`config.mk`:
```
export PLATFORM = sky130hd
export DESIGN_NAME = axil_rr_arbiter
export DESIGN_NICKNAME = d
export VERILOG_FILES = /design/src/rtl/axil_rr_arbiter.sv
export SDC_FILE = /design/constraint.sdc
export NUM_CORES = 1
export LEC_CHECK = 0
export ABC_AREA = 0
export CAP_MARGIN = 20
export CORE_AREA = 5 5 174 176
export DETAILED_ROUTE_END_ITERATION = 10
export DIE_AREA = 0 0 179 181
export PLACE_DENSITY = 0.48
export RECOVER_POWER = 25
export SYNTH_ARGS = -nofsm -noshare
export SYNTH_HDL_FRONTEND = slang
export SYNTH_SLANG_ARGS = --single-unit
```
`constraint.sdc`:
```
create_clock -name clk -period 1.6 [get_ports clk]
set_clock_uncertainty 0.2 [all_clocks]
set_input_delay 0.32 -clock clk [delete_from_list [all_inputs] [get_ports clk]]
set_output_delay 0.32 -clock clk [all_outputs]
set_load 0.05 [all_outputs]
```
`src/rtl/axil_rr_arbiter.sv`:
```
// Shares one AXI4-lite slave between S_COUNT masters; independent write/read arbiters, one outstanding transfer each.
// Define AXIL_ARB_FIXED_PRIO_EN for fixed lowest-index-wins priority instead of round-robin.
module axil_rr_arbiter #(
    parameter int S_COUNT    = 2,
    parameter int DATA_WIDTH = 32,
    parameter int ADDR_WIDTH = 32,
    parameter int STRB_WIDTH = DATA_WIDTH / 8
) (
    input  logic                             clk,
    input  logic                             rst,
    input  logic [S_COUNT*ADDR_WIDTH-1:0]    s_axil_awaddr,
    input  logic [S_COUNT*3-1:0]             s_axil_awprot,
    input  logic [S_COUNT-1:0]               s_axil_awvalid,
    output logic [S_COUNT-1:0]               s_axil_awready,
    input  logic [S_COUNT*DATA_WIDTH-1:0]    s_axil_wdata,
    input  logic [S_COUNT*STRB_WIDTH-1:0]    s_axil_wstrb,
    input  logic [S_COUNT-1:0]               s_axil_wvalid,
    output logic [S_COUNT-1:0]               s_axil_wready,
    output logic [S_COUNT*2-1:0]             s_axil_bresp,
    output logic [S_COUNT-1:0]               s_axil_bvalid,
    input  logic [S_COUNT-1:0]               s_axil_bready,
    input  logic [S_COUNT*ADDR_WIDTH-1:0]    s_axil_araddr,
    input  logic [S_COUNT*3-1:0]             s_axil_arprot,
    input  logic [S_COUNT-1:0]               s_axil_arvalid,
    output logic [S_COUNT-1:0]               s_axil_arready,
    output logic [S_COUNT*DATA_WIDTH-1:0]    s_axil_rdata,
    output logic [S_COUNT*2-1:0]             s_axil_rresp,
    output logic [S_COUNT-1:0]               s_axil_rvalid,
    input  logic [S_COUNT-1:0]               s_axil_rready,
    output logic [ADDR_WIDTH-1:0]            m_axil_awaddr,
    output logic [2:0]                       m_axil_awprot,
    output logic                             m_axil_awvalid,
    input  logic                             m_axil_awready,
    output logic [DATA_WIDTH-1:0]            m_axil_wdata,
    output logic [STRB_WIDTH-1:0]            m_axil_wstrb,
    output logic                             m_axil_wvalid,
    input  logic                             m_axil_wready,
    input  logic [1:0]                       m_axil_bresp,
    input  logic                             m_axil_bvalid,
    output logic                             m_axil_bready,
    output logic [ADDR_WIDTH-1:0]            m_axil_araddr,
    output logic [2:0]                       m_axil_arprot,
    output logic                             m_axil_arvalid,
    input  logic                             m_axil_arready,
    input  logic [DATA_WIDTH-1:0]            m_axil_rdata,
    input  logic [1:0]                       m_axil_rresp,
    input  logic                             m_axil_rvalid,
    output logic                             m_axil_rready
);
    localparam int IDX_W = (S_COUNT > 1) ? $clog2(S_COUNT) : 1;

    typedef enum logic [1:0] {W_IDLE, W_ADDR, W_RESP} w_state_t;
    typedef enum logic [1:0] {R_IDLE, R_ADDR, R_RESP} r_state_t;

    w_state_t            w_state_q, w_state_d;
    r_state_t            r_state_q, r_state_d;
    logic [IDX_W-1:0]    w_grant_q, w_grant_d, r_grant_q, r_grant_d;
    logic                aw_done_q, aw_done_d, w_done_q, w_done_d;
    logic [IDX_W-1:0]    w_base, r_base;
    logic [IDX_W:0]      w_pick, r_pick;
    logic                aw_hs, w_hs, b_hs, ar_hs, r_hs;

    // Returns {found, index}: first requester at or after base, wrapping modulo S_COUNT.
    function automatic logic [IDX_W:0] pick(input logic [S_COUNT-1:0] req,
                                            input logic [IDX_W-1:0]  base);
        logic             found;
        logic [IDX_W-1:0] sel;
        logic [IDX_W-1:0] cand;
        int unsigned      idx;
        found = 1'b0;
        sel   = base;
        for (int unsigned k = 0; k < S_COUNT; k++) begin
            idx  = (32'(base) + k) % 32'(S_COUNT);
            cand = IDX_W'(idx);
            if (!found && req[cand]) begin
                found = 1'b1;
                sel   = cand;
            end
        end
        return {found, sel};
    endfunction

    function automatic logic [IDX_W-1:0] wrap_inc(input logic [IDX_W-1:0] g);
        return (g == IDX_W'(S_COUNT - 1)) ? '0 : g + 1'b1;
    endfunction

`ifdef AXIL_ARB_FIXED_PRIO_EN
    assign w_base = '0;
    assign r_base = '0;
`else
    logic [IDX_W-1:0] w_ptr_q, w_ptr_d, r_ptr_q, r_ptr_d;

    always_ff @(posedge clk) begin
        if (rst) begin
            w_ptr_q <= '0;
            r_ptr_q <= '0;
        end else begin
            w_ptr_q <= w_ptr_d;
            r_ptr_q <= r_ptr_d;
        end
    end

    always_comb begin
        w_ptr_d = w_ptr_q;
        r_ptr_d = r_ptr_q;
        if (w_state_q == W_IDLE && w_pick[IDX_W]) w_ptr_d = wrap_inc(w_pick[IDX_W-1:0]);
        if (r_state_q == R_IDLE && r_pick[IDX_W]) r_ptr_d = wrap_inc(r_pick[IDX_W-1:0]);
    end

    assign w_base = w_ptr_q;
    assign r_base = r_ptr_q;
`endif

    assign w_pick = pick(s_axil_awvalid | s_axil_wvalid, w_base);
    assign r_pick = pick(s_axil_arvalid, r_base);

    assign aw_hs = m_axil_awvalid && m_axil_awready;
    assign w_hs  = m_axil_wvalid && m_axil_wready;
    assign b_hs  = m_axil_bvalid && m_axil_bready;
    assign ar_hs = m_axil_arvalid && m_axil_arready;
    assign r_hs  = m_axil_rvalid && m_axil_rready;

    always_ff @(posedge clk) begin
        if (rst) begin
            w_state_q <= W_IDLE;
            r_state_q <= R_IDLE;
            w_grant_q <= '0;
            r_grant_q <= '0;
            aw_done_q <= 1'b0;
            w_done_q  <= 1'b0;
        end else begin
            w_state_q <= w_state_d;
            r_state_q <= r_state_d;
            w_grant_q <= w_grant_d;
            r_grant_q <= r_grant_d;
            aw_done_q <= aw_done_d;
            w_done_q  <= w_done_d;
        end
    end

    always_comb begin
        w_state_d = w_state_q;
        w_grant_d = w_grant_q;
        aw_done_d = aw_done_q;
        w_done_d  = w_done_q;
        case (w_state_q)
            W_IDLE: if (w_pick[IDX_W]) begin
                w_grant_d = w_pick[IDX_W-1:0];
                w_state_d = W_ADDR;
            end
            W_ADDR: begin
                aw_done_d = aw_done_q | aw_hs;
                w_done_d  = w_done_q | w_hs;
                // AW and W may finish in either order or together.
                if ((aw_done_q || aw_hs) && (w_done_q || w_hs)) w_state_d = W_RESP;
            end
            W_RESP: if (b_hs) begin
                aw_done_d = 1'b0;
                w_done_d  = 1'b0;
                w_state_d = W_IDLE;
            end
            default: w_state_d = W_IDLE;
        endcase
    end

    always_comb begin
        r_state_d = r_state_q;
        r_grant_d = r_grant_q;
        case (r_state_q)
            R_IDLE: if (r_pick[IDX_W]) begin
                r_grant_d = r_pick[IDX_W-1:0];
                r_state_d = R_ADDR;
            end
            R_ADDR:  if (ar_hs) r_state_d = R_RESP;
            R_RESP:  if (r_hs) r_state_d = R_IDLE;
            default: r_state_d = R_IDLE;
        endcase
    end

    always_comb begin
        m_axil_awaddr  = s_axil_awaddr[w_grant_q*ADDR_WIDTH +: ADDR_WIDTH];
        m_axil_awprot  = s_axil_awprot[w_grant_q*3 +: 3];
        m_axil_wdata   = s_axil_wdata[w_grant_q*DATA_WIDTH +: DATA_WIDTH];
        m_axil_wstrb   = s_axil_wstrb[w_grant_q*STRB_WIDTH +: STRB_WIDTH];
        m_axil_awvalid = 1'b0;
        m_axil_wvalid  = 1'b0;
        m_axil_bready  = 1'b0;
        s_axil_awready = '0;
        s_axil_wready  = '0;
        s_axil_bvalid  = '0;
        s_axil_bresp   = '0;
        case (w_state_q)
            W_ADDR: begin
                m_axil_awvalid            = s_axil_awvalid[w_grant_q] && !aw_done_q;
                s_axil_awready[w_grant_q] = m_axil_awready && !aw_done_q;
                m_axil_wvalid             = s_axil_wvalid[w_grant_q] && !w_done_q;
                s_axil_wready[w_grant_q]  = m_axil_wready && !w_done_q;
            end
            W_RESP: begin
                s_axil_bvalid[w_grant_q]       = m_axil_bvalid;
                s_axil_bresp[w_grant_q*2 +: 2] = m_axil_bresp;
                m_axil_bready                  = s_axil_bready[w_grant_q];
            end
            default: ;
        endcase
    end

    always_comb begin
        m_axil_araddr  = s_axil_araddr[r_grant_q*ADDR_WIDTH +: ADDR_WIDTH];
        m_axil_arprot  = s_axil_arprot[r_grant_q*3 +: 3];
        m_axil_arvalid = 1'b0;
        m_axil_rready  = 1'b0;
        s_axil_arready = '0;
        s_axil_rvalid  = '0;
        s_axil_rdata   = '0;
        s_axil_rresp   = '0;
        case (r_state_q)
            R_ADDR: begin
                m_axil_arvalid            = s_axil_arvalid[r_grant_q];
                s_axil_arready[r_grant_q] = m_axil_arready;
            end
            R_RESP: begin
                s_axil_rvalid[r_grant_q]                        = m_axil_rvalid;
                s_axil_rdata[r_grant_q*DATA_WIDTH +: DATA_WIDTH] = m_axil_rdata;
                s_axil_rresp[r_grant_q*2 +: 2]                  = m_axil_rresp;
                m_axil_rready                                   = s_axil_rready[r_grant_q];
            end
            default: ;
        endcase
    end
endmodule

```
==> flow_summary.ini <==
[run_status]
run_status = finished, violations left
violations = negative setup slack

[pwr]
total_leakage_power_uw = 0.004565
cellInternalPower_uw = 2794
vdd_drop_max_v = 0.0002350
clock_power_share_pct = 10.5
combinationalPowerShare_pct = 83.1
p_sw_uw = 1951
netSwitchingFraction_pct = 41.12
power_density_mw_per_mm2 = 434.7
power_frac_seq_pct = 6.3

[setup_path]
worst-r2r-setup-slack_ns = -0.20
worst_r2r_startpoint = w_grant_q$_SDFFE_PP0P_
path_class = register to primary output
r2r.worst_path.cells = 7
regToRegEndpoint = w_state_q[1]$_SDFFE_PP0P_
timing.critical_path.to_type = primary output
crit_start = w_grant_q$_SDFFE_PP0P_
critical_path_required_ns = 1.08
path_cells = buf_12, buf_16, mux2_4, buf_8
crit_path_start_kind = register
timing.critical_path.slowest_stage_cell = sky130_fd_sc_hd__dfxtp_4
number_of_buffer_and_inverter_stages_on_the_critical_path = 3
critPathMaxFanout = 17
worst_path_largest_cell_delay_ns = 0.37
cp_data_arrival_time_ns = 1.48
critPathTopFamily = buffers and inverters

[routing]
drt_iter0_markers = 108
vias = 4217
first_pass_iters = 4
vias_per_cell = 3.544
detail_route.wl_per_cell_um = 19.46
routed_wirelength_mm = 23.16
post-route-drc-count = 0
postRouteAntennaNets = 0

[timing]
max_slew.worst_pin.slew_ns = 0.4047
maxSlewViolCount = 0
rsz_0062_raised_after_global_routing = true
final_cycle_share_pct = 124.8
final_hold_violating_endpoints = 0
finalSetupViolations = 198
max_freq_ghz = 0.5006
finalWorstSetupSlack_ns = -0.3974
fin_crit_ns = 1.997
slew_headroom_pct = 72.82

[die]
die_w_um = 179
floorplan.io_pins = 458
start_util_pct = 8.649
floorplan.rows = 62
die-area_mm2 = 0.03240
die_height_um = 181
core_mm2 = 0.02847

[yosys]
synth_fp_nets = 548
ys_seq_elements = 10
share_of_yosys_cell_area_claimed_by_the_top_area_cell_type_pct = 48.93
netlist_area_mm2 = 0.002462
synthTopCellsByArea = sky130_fd_sc_hd__mux2_2 (49%), sky130_fd_sc_hd__and2_1 (19%), sky130_fd_sc_hd__dfxtp_1 (8.1%), sky130_fd_sc_hd__buf_2 (2.4%), sky130_fd_sc_hd__buf_4 (2.1%)
synth-async-reset-ratio_pct = 0
ys.flop_type = sky130_fd_sc_hd__dfxtp_1
synthDistinctLibCells = 37
synthesis.area_per_instance_um2 = 8.701
synth_sequential_area_ratio_pct = 8.130
total_number_of_yosys_warnings = 0
synthCells = 283
netlist_top_cells_count = sky130_fd_sc_hd__mux2_2 (107), sky130_fd_sc_hd__and2_1 (73), sky130_fd_sc_hd__buf_2 (12)
synth-edff-count = 0
cell_type_with_the_highest_aggregate_area_in_the_netlist = sky130_fd_sc_hd__mux2_2
synth_most_common_cell = sky130_fd_sc_hd__mux2_2

[finish]
synthToLayoutAreaGrowth_pct = 343.3
postLayoutCellArea_mm2 = 0.01092
drive_above_1_share_pct = 63.11
nNetsFinal = 1071

[placed_design]
placed_cell_area_mm2 = 0.009300
hpwl_mm = 19.16
placement.setup.worst_slack_ns = -0.3893
routabilityCongestion = 0.8234
placement.io_buffers = 457

[cts]
cts-root-to-sink-buffers = 2
clock_root_buffer = sky130_fd_sc_hd__clkbuf_16
h-tree-depth = 1
cts_buf_count = 3
hold_buffers = 0
clock-sinks = 10
clock_tree_from_tritoncts = built
insertion_delay_ns = 0.24
clk_slew_on_worst_s_h_paths_ns = 0.04

[worst_hold_path]
min_to = r_base$_SDFFE_PP0P_
holdCritStartpoint = r_base$_SDFFE_PP0P_
hold_path.class = register to register
min_path_cells = 1

[global_routing]
global_route.peak_usage_layer = met2
grt_max_degree = 35
grt_antenna_before_repair = 2
grt.met2_usage_pct = 22.13
grt-ovfl-total = 0
all_layer_global_routing_usage_pct = 12.57
first_global_vias = 4425
met1_resource_use_gr_pct = 16.28
first_pass_grt_wire_length_mm = 30.58
global_route.usage.met3_pct = 2.864

[job]
maxCapViolations = 0
[layer usage]
metal	part of all wire (%)	wire, µm	vias up
met5	0.086	20	-
met4	0.47	110	2
met3	7.0	1626	8
met2	52	12100	140
met1	40	9306	2008
li1	-	-	2059
[cells by family after synthesis]
logic type / share of synthesized area, %
AO/OA/AOI/OAI: 6.149
buffers and inverters: 6.504
AND/OR/NAND/NOR: 28.25
multiplexers: 50.97
flip-flops: 8.130
[sequential cells by signal (all words and copies together) (netlist names)]
| signal | flops |
|---|---|
| w_base | 1 |
| w_done_q | 1 |
| r_base | 1 |
| r_state_q | 2 |
| r_grant_q | 1 |
| w_grant_q | 1 |
| w_state_q | 2 |
| aw_done_q | 1 |
[power by group through the flow]
stage	Combinational, µW	Sequential, µW	Clock [µW]
floorplan	1700	287	0
finish	3950	299	500
global placement	3310	305	0
detailed placement	3310	305	0
CTS	3800	296	513
global route	4080	303	531
[per-stage QoR]
| stage | power (µW) | utilization, % | cells | TNS [ns] | hold slack, ns |
|---|---|---|---|---|---|
| after floorplan | 1984 | - | 283 | -7.638 | 0.2324 |
| after global placement | 3612 | 32.67 | 1152 | -23.89 | 0.2489 |
| after detailed placement | 3617 | 32.67 | 1152 | -24.17 | 0.2537 |
| after CTS | 4611 | 36.65 | 1181 | -63.74 | 0.2631 |
| after global routing | 4916 | 38.33 | 1189 | -68.58 | 0.2761 |
| final | 4745 | 38.34 | 1190 | -60.37 | 0.2580 |
[cells in the final DEF, fill, tap and decap left out, types with 2 or more instances in the layout]
master,instances
sky130_fd_sc_hd__clkdlybuf4s50_1,264
sky130_fd_sc_hd__buf_12,130
sky130_fd_sc_hd__mux2_4,107
sky130_fd_sc_hd__and2_4,72
sky130_fd_sc_hd__buf_6,61
sky130_fd_sc_hd__buf_8,46
sky130_fd_sc_hd__buf_4,27
sky130_fd_sc_hd__clkbuf_16,10
sky130_fd_sc_hd__a21oi_1,7
sky130_fd_sc_hd__buf_16,7
sky130_fd_sc_hd__nor2_4,6
sky130_fd_sc_hd__and3_4,6
sky130_fd_sc_hd__nor2_1,4
sky130_fd_sc_hd__dfxtp_2,4
sky130_fd_sc_hd__inv_1,3
sky130_fd_sc_hd__dfxtp_1,3
sky130_fd_sc_hd__dfxtp_4,3
sky130_fd_sc_hd__mux2_2,2
sky130_fd_sc_hd__nor3b_4,2
sky130_fd_sc_hd__nor3_4,2
sky130_fd_sc_hd__mux2i_4,2
sky130_fd_sc_hd__o31ai_1,2
sky130_fd_sc_hd__or2_2,2
sky130_fd_sc_hd__o211ai_1,2
sky130_fd_sc_hd__nand3_1,2
sky130_fd_sc_hd__o31ai_4,2
[layout make-up]
cell class,count,area [µm²]
inverters,5,21.27
multi-input cells,244,2913
clock buffers,4,88.84
diodes,1,2.502
well taps,384,480.5
flip-flops and latches,10,216.5
repair buffers,542,7193
fillers,2812,17550
[worst max-delay path by stage]
stage | to | depth (start not counted)
CTS | m_axil_wstrb[3] | 5
global route | m_axil_wstrb[3] | 5
global placement | m_axil_awvalid | 4
finish | m_axil_wdata[25] | 4
floorplan | s_axil_arready[0] | 3
detailed placement | m_axil_awvalid | 4
[timing repair]
| action | CTS | global route |
|---|---|---|
| resized for setup | 171 | 93 |
| pin swaps | 10 | 15 |
| gates cloned | 8 | 9 |
| buffers inserted | 18 | 5 |
| endpoints found under the setup margin | 197 | 199 |
Note: power is estimated with default switching activity, not from simulation.
